<file path="config.mk">
export PLATFORM = sky130hd
export DESIGN_NAME = demux_router_1to4
export DESIGN_NICKNAME = d
export VERILOG_FILES = /design/src/rtl/demux_router_1to4.sv
export SDC_FILE = /design/constraint.sdc
export NUM_CORES = 1
export LEC_CHECK = 0
export BUFFER_PORTS_ARGS = -buffer_cell sky130_fd_sc_hd__buf_2
export CAP_MARGIN = 10
export CORE_MARGIN = 8
export CORE_UTILIZATION = 35
export DETAILED_ROUTE_END_ITERATION = 10
export PLACE_DENSITY_LB_ADDON = 0.15
export SLEW_MARGIN = 20
export SYNTH_ARGS = -nofsm -noshare
export SYNTH_HDL_FRONTEND = slang
export SYNTH_SLANG_ARGS = --single-unit
</file>
<file path="constraint.sdc">
create_clock -name clk -period 2.53 [get_ports clk]
set_clock_uncertainty 0.1 [all_clocks]
set_input_delay 0.1265 -clock clk [delete_from_list [all_inputs] [get_ports clk]]
set_output_delay 0.1265 -clock clk [all_outputs]
set_load 0.01 [all_outputs]
</file>
<file path="src/rtl/demux_router_1to4.sv">
// In-order 1-to-4 word router: input FIFO feeding four one-entry output slots.
// The FIFO head dispatches only when its destination slot is free or draining.
module demux_router_1to4 #(
    parameter int DATA_W = 8,
    parameter int DEPTH  = 4,
    localparam int AW    = $clog2(DEPTH),
    localparam int CW    = AW + 1
) (
    input  logic              clk,
    input  logic              rst_n,
    input  logic              in_valid,
    output logic              in_ready,
    input  logic [DATA_W-1:0] in_data,
    input  logic [1:0]        in_select,
    output logic [3:0]        out_valid,
    input  logic [3:0]        out_ready,
    output logic [DATA_W-1:0] out0,
    output logic [DATA_W-1:0] out1,
    output logic [DATA_W-1:0] out2,
    output logic [DATA_W-1:0] out3,
    output logic [CW-1:0]     fifo_count
);

    logic [DATA_W+1:0] mem [DEPTH];
    logic [AW-1:0]     wptr;
    logic [AW-1:0]     rptr;
    logic [DATA_W-1:0] out_q [4];

    logic [DATA_W-1:0] head_data;
    logic [1:0]        head_sel;
    logic [3:0]        slot_free;
    logic              accept;
    logic              dispatch;

    assign head_data = mem[rptr][DATA_W+1:2];
    assign head_sel  = mem[rptr][1:0];
    assign slot_free = ~out_valid | out_ready;
    assign in_ready  = fifo_count < CW'(DEPTH);
    assign accept    = in_valid && in_ready;
    assign dispatch  = (fifo_count != '0) && slot_free[head_sel];

    assign out0 = out_q[0];
    assign out1 = out_q[1];
    assign out2 = out_q[2];
    assign out3 = out_q[3];

    // Storage needs no reset; the pointers define what is live.
    always_ff @(posedge clk) begin
        if (rst_n && accept) begin
            mem[wptr] <= {in_data, in_select};
        end
    end

    always_ff @(posedge clk) begin
        if (!rst_n) begin
            wptr       <= '0;
            rptr       <= '0;
            fifo_count <= '0;
            out_valid  <= '0;
            for (int k = 0; k < 4; k++) begin
                out_q[k] <= '0;
            end
        end else begin
            if (accept) begin
                wptr <= wptr + AW'(1);
            end
            if (dispatch) begin
                rptr <= rptr + AW'(1);
            end
            unique case ({accept, dispatch})
                2'b10:   fifo_count <= fifo_count + CW'(1);
                2'b01:   fifo_count <= fifo_count - CW'(1);
                default: fifo_count <= fifo_count;
            endcase
            for (int k = 0; k < 4; k++) begin
                if (dispatch && head_sel == 2'(k)) begin
                    out_q[k]     <= head_data;
                    out_valid[k] <= 1'b1;
                end else if (out_ready[k]) begin
                    out_valid[k] <= 1'b0;
                end
            end
        end
    end

endmodule
</file>
### Yosys cells after proc, flatten, opt, wreduce, memory -nomap -nowiden

Memories as Yosys holds them, arrays and structs flattened. A register that Yosys moved wholly into a read port is not among the register bits.
Cells that the tools add are included.

| word-level totals | value |
|---|---|
| flip-flop bits (word level) | 11 |
| bits in writable memories | 72 |
| input bits | 17 |
| memories kept | 2 |

Memories:

| name | depth | width | rd ports | clocked after Yosys merged registers in | write ports | line | RTL |
|---|---|---|---|---|---|---|---|
| mem | 4 | 10 | 1 | 1 | 1 | 24 | `logic [DATA_W+1:0] mem [DEPTH];` |
| out_q | 4 | 8 | 4 | 0 | 4 | 27 | `logic [DATA_W-1:0] out_q [4];` |

| operators by class | value |
|---|---|
| add/subtract/negate cells | 4 |
| magnitude comparators | 2 |
| equal/unequal tests | 5 |
| muxes and demuxes | 32 |
| bitwise logic cells | 6 |
| reductions and logical operators | 14 |

Operators with widths:

| operator | count |
|---|---|
| $mux W8 | 4 |
| $mux W1 | 24 |
| $reduce_bool A2 Y1 | 5 |
| $logic_and A1 B1 Y1 | 7 |
| $eq A2 B2 Y1 const B | 3 |
| $pmux W3 S2 | 1 |
| $add A2 B1 Y2 const B | 2 |
| $eq A2 B1 Y1 const B | 2 |
| $mux W2 | 2 |
| $not A4 Y4 | 1 |
| $or A1 B1 Y1 | 4 |
| $or A4 B4 Y4 | 1 |
| $add A3 B1 Y3 const B | 1 |
| $lt A2 B3 Y1 const B | 1 |
| $lt A3 B3 Y1 const B | 1 |
| $reduce_bool A3 Y1 | 1 |
| $sub A3 B1 Y3 const B | 1 |
| $bmux W1 S2 | 1 |
| $logic_not A2 Y1 | 1 |

### Logic depth before layout (Yosys ltp)

| logic depth | value |
|---|---|
| depth in word-level cells | 10 |
| mapped depth | 10 |

### Worst setup path before layout

Ideal clock, no wire load.

| path | value |
|---|---|
| path kind | reg2reg |
| start | register with a tool-made name |
| end | register fifo_count[2] |
| setup time | 0.076 ns |
| arrival | 2.573 ns |
| required time | 2.354 ns |
| setup slack | -0.219 ns |
| cell stages (with the launch flop) | 11 |
| period minus slack after synthesis | 2.749 ns |
| cell sequence | dfxtp_1 -> buf_6 -> mux4_2 -> mux2i_1 -> o2bb2ai_2 -> ha_1 -> inv_1 -> fa_1 -> xor2_1 -> or3_1 -> a21boi_0 |

RTL lines:

| what | line | RTL |
|---|---|---|
| to (signal assigned) | 71 | `2'b10: fifo_count <= fifo_count + CW'(1);` |
| to (signal assigned) | 72 | `2'b01: fifo_count <= fifo_count - CW'(1);` |
| to (signal assigned) | 73 | `default: fifo_count <= fifo_count;` |
| to (decl) | 21 | `output logic [CW-1:0] fifo_count` |

==> results by group <==
Outcome
  • Outcome: finished, violations left
  • Violated checks: negative setup slack

Yosys
  • Cell Area, Synth: 3300 sq um
  • Post-synth top area share: 0.654
  • Post-Syn Nets: 235
  • Count of different cell masters after synthesis: 28
  • Synth area leaders: edfxtp_1 65%, dfxtp_1 7.9%, mux4_2 6.8%
  • Seq/Total Area, Yosys: 0.733
  • Syn_area_per_cell: 15.6 sq um
  • Post-Synthesis Cells: 212
  • Largest area contributor in the netlist: edfxtp_1
  • YS warnings: 0
  • Post-synthesis sequential element count: 85

Global route
  • GRT overflow: 0
  • Global-route met1 utilization: 0.120
  • Overall global routing resource usage: 0.100
  • Largest net degree at the start of global routing: 23
  • First-pass GRT wire length: 9960 microns
  • Met2 usage: 0.163
  • Initial antenna violation count: 0
  • Met3 Track Usage GR: 0.0319
  • GRT busiest layer: met2
  • Vias in the first global route: 1925

Worst setup path
  • Startpoint Class: register
  • Critical path type: reg -> reg
  • Reg2reg setup slack: -0.04 ns
  • Crit path max fanout: 3
  • Arr. time, crit path: 2.76 ns
  • Crit-path cells: mux4_2 > mux2i_2 > o2bb2ai_2 > ha_2 > inv_2 > fa_2 > xor2_1 > or3_1 > a21boi_1
  • Req. time, crit path: 2.71 ns
  • Crit path max-delay cell type: mux4_2
  • CP peak stage delay: 0.56 ns
  • Critical Path End Type: register

Route
  • Vias: 1873
  • Initial DRC Count: 49
  • Wire per inst: 15.0 microns
  • Vias per cell: 4.54
  • Drt total wl: 6180 microns
  • Drt first pass iters: 4
  • Antenna viol nets, final: 0
  • Post-route DRC: 0

Timing
  • Final WS setup: -0.0450 ns
  • Maximum clock rate: 0.388 GHz
  • Setup TNS: -0.0450 ns
  • Slew headroom: 0.519
  • Period minus WS final: 2.57 ns
  • Final hold vios: 0
  • Worst-margin pin slew: 0.717 ns
  • Tcrit/Tclk final: 1.02
  • Final-report max-slew violation count: 0
  • RSZ-0062 raised after global routing: yes
  • Setup violations, final: 1
  • Fin Hold WS: 0.0389 ns

Pwr
  • Worst vdd ir: 0.337 mV
  • Overall power: 0.00400 W
  • Leakage: 1.58 nW
  • PwrDens: 973 nW/um^2

Floorplanning
  • Die ar.: 12800 sq um
  • Die Width: 113 microns
  • Initial core utilization: 0.359
  • Die H: 113 microns
  • IO Pins: 57
  • # rows: 35
  • Core area: 9200 sq um

Placed design
  • Final GP Congestion: 0.694
  • Post-DP HPWL: 4430 microns
  • Port bufs: 56
  • Placed Area: 3780 sq um
  • # placed instances: 384

Clock tree
  • Clock Pin Slew Worst Setup and Hold Paths: 0.09 ns
  • Cts bufs inserted: 9
  • Clk_lat worst skew: 0.34 ns
  • Clk sinks: 85
  • CTS tree: done
  • H-tree depth: 3
  • CTS root buf: clkbuf_8
  • Maximum clock path buffer count: 2

Finish
  • Design Area, Final: 4110 sq um
  • Non-filler cells, final: 413
  • Ant. Diodes: 0
  • Share of post-route cells with drive strength above 1: 0.351
  • Area grow syn2layout: 24.3%
  • Final net count: 320

Flow run
  • Max-cap viol count: 0

Hold path
  • Worst hold path class: in -> reg
## routing by layer
layer | routed length, microns | vias to the layer above
li1 | - | 927
met1 | 2860 | 884
met2 | 2850 | 52
met3 | 377 | 10
met4 | 86 | 0
met5 | 0 | -
## metrics by stage
step | utilization | worst slack (ns)
6_report | 0.447 | -0.0450
5_1_grt | 0.447 | -0.142
4_1_cts | 0.445 | -0.0480
3_5_place_dp | 0.411 | -0.156
3_3_place_gp | 0.411 | -0.0853
2_1_floorplan | - | -0.149
## synthesized netlist by cell type
master / instances
nor3_1: 1
a21oi_1: 1
and2_1: 8
o21ai_2: 1
or3_1: 3
nand2b_1: 5
xor2_1: 2
nand3_1: 2
nand2_1: 11
o21ai_0: 8
clkbuf_1: 5
xnor2_1: 2
ha_1: 5
dfxtp_1: 13
nor2b_1: 5
o21a_1: 1
inv_1: 8
a21boi_0: 1
buf_2: 1
edfxtp_1: 72
mux2i_1: 3
o2bb2ai_2: 1
mux4_2: 10
buf_6: 2
fa_1: 1
clkbuf_2: 1
and3_1: 4
nor2_1: 35
## logic make-up after synthesis
| logic type | count (synthesis) | synth area share |
|---|---|---|
| flip-flops | 85 | 0.733 |
| AND/OR/NAND/NOR | 74 | 0.104 |
| buffers and inverters | 17 | 0.0246 |
| AO/OA/AOI/OAI | 13 | 0.0254 |
| multiplexers | 13 | 0.0772 |
| adder cells (fa/ha/maj) | 6 | 0.0250 |
| XOR/XNOR | 4 | 0.0106 |
## final cells by class
cell class | count | area, sq um
Sequential cell | 85 | 2420
Timing Repair Buffer | 83 | 508
Fill cell | 852 | 5090
Multi-Input combinational cell | 110 | 812
Clock inverter | 7 | 72.6
Inverter | 8 | 30.0
Tap cell | 111 | 139
Clock buffer | 9 | 124
## registers in the layout (all words and copies together), names as in the netlist, named ones only
signal      count
fifo_count      3
rptr            2
out_q          32
mem            40
wptr            2
out_valid       4
## what timing repair did
item / in CTS / in global routing
endpoints found under the hold margin: 40 / 0
setup buffers: 2 / 1
hold buffers: 10 / 0
resized for setup: 2 / 2
endpoints found under the setup margin: 1 / 1
pin swaps: 3 / 2
## power by group
part	switching (W)	total, W	internal, W
combinational	0.000663	0.00123	0.000563
sequential	0.0000778	0.00183	0.00175
clock	0.000483	0.000943	0.000460
## cell usage in the layout, fill, tap and decap left out, drive strengths merged, types with 8 or more instances in the layout
cell type    Yosys  final
buf              3     73
edfxtp          72     72
nor2            35     35
dfxtp           13     13
nand2           11     11
mux4            10     10
dlygate4sd3      0     10
inv              8     10
clkbuf           6      9
o21ai            9      9
and2             8      8
## critical path: cells and delay by family (launching register included)
family	cells	cell delay, ns
AOI/OAI and AO/OA	2	0.26
DFF	1	0.35
adders and majority gates	2	0.52
xor gates and xnor gates	1	0.15
buffers and inverters	1	0.04
muxes	2	0.78
and+or+nand+nor	1	0.30
## worst paths after layout
path	startpoint	to	cells past startpoint
hold reg to reg	rptr[1]$_SDFFE_PN0N_	rptr[1]$_SDFFE_PN0N_	2
setup / recovery	register	fifo_count[2]$_SDFFE_PN0P_	9
setup reg to reg	register	fifo_count[2]$_SDFFE_PN0P_	9
hold / removal	out_ready[2]	out_valid[2]$_SDFFE_PN0P_	3
No activity file was read; power rests on OpenSTA's default activity.
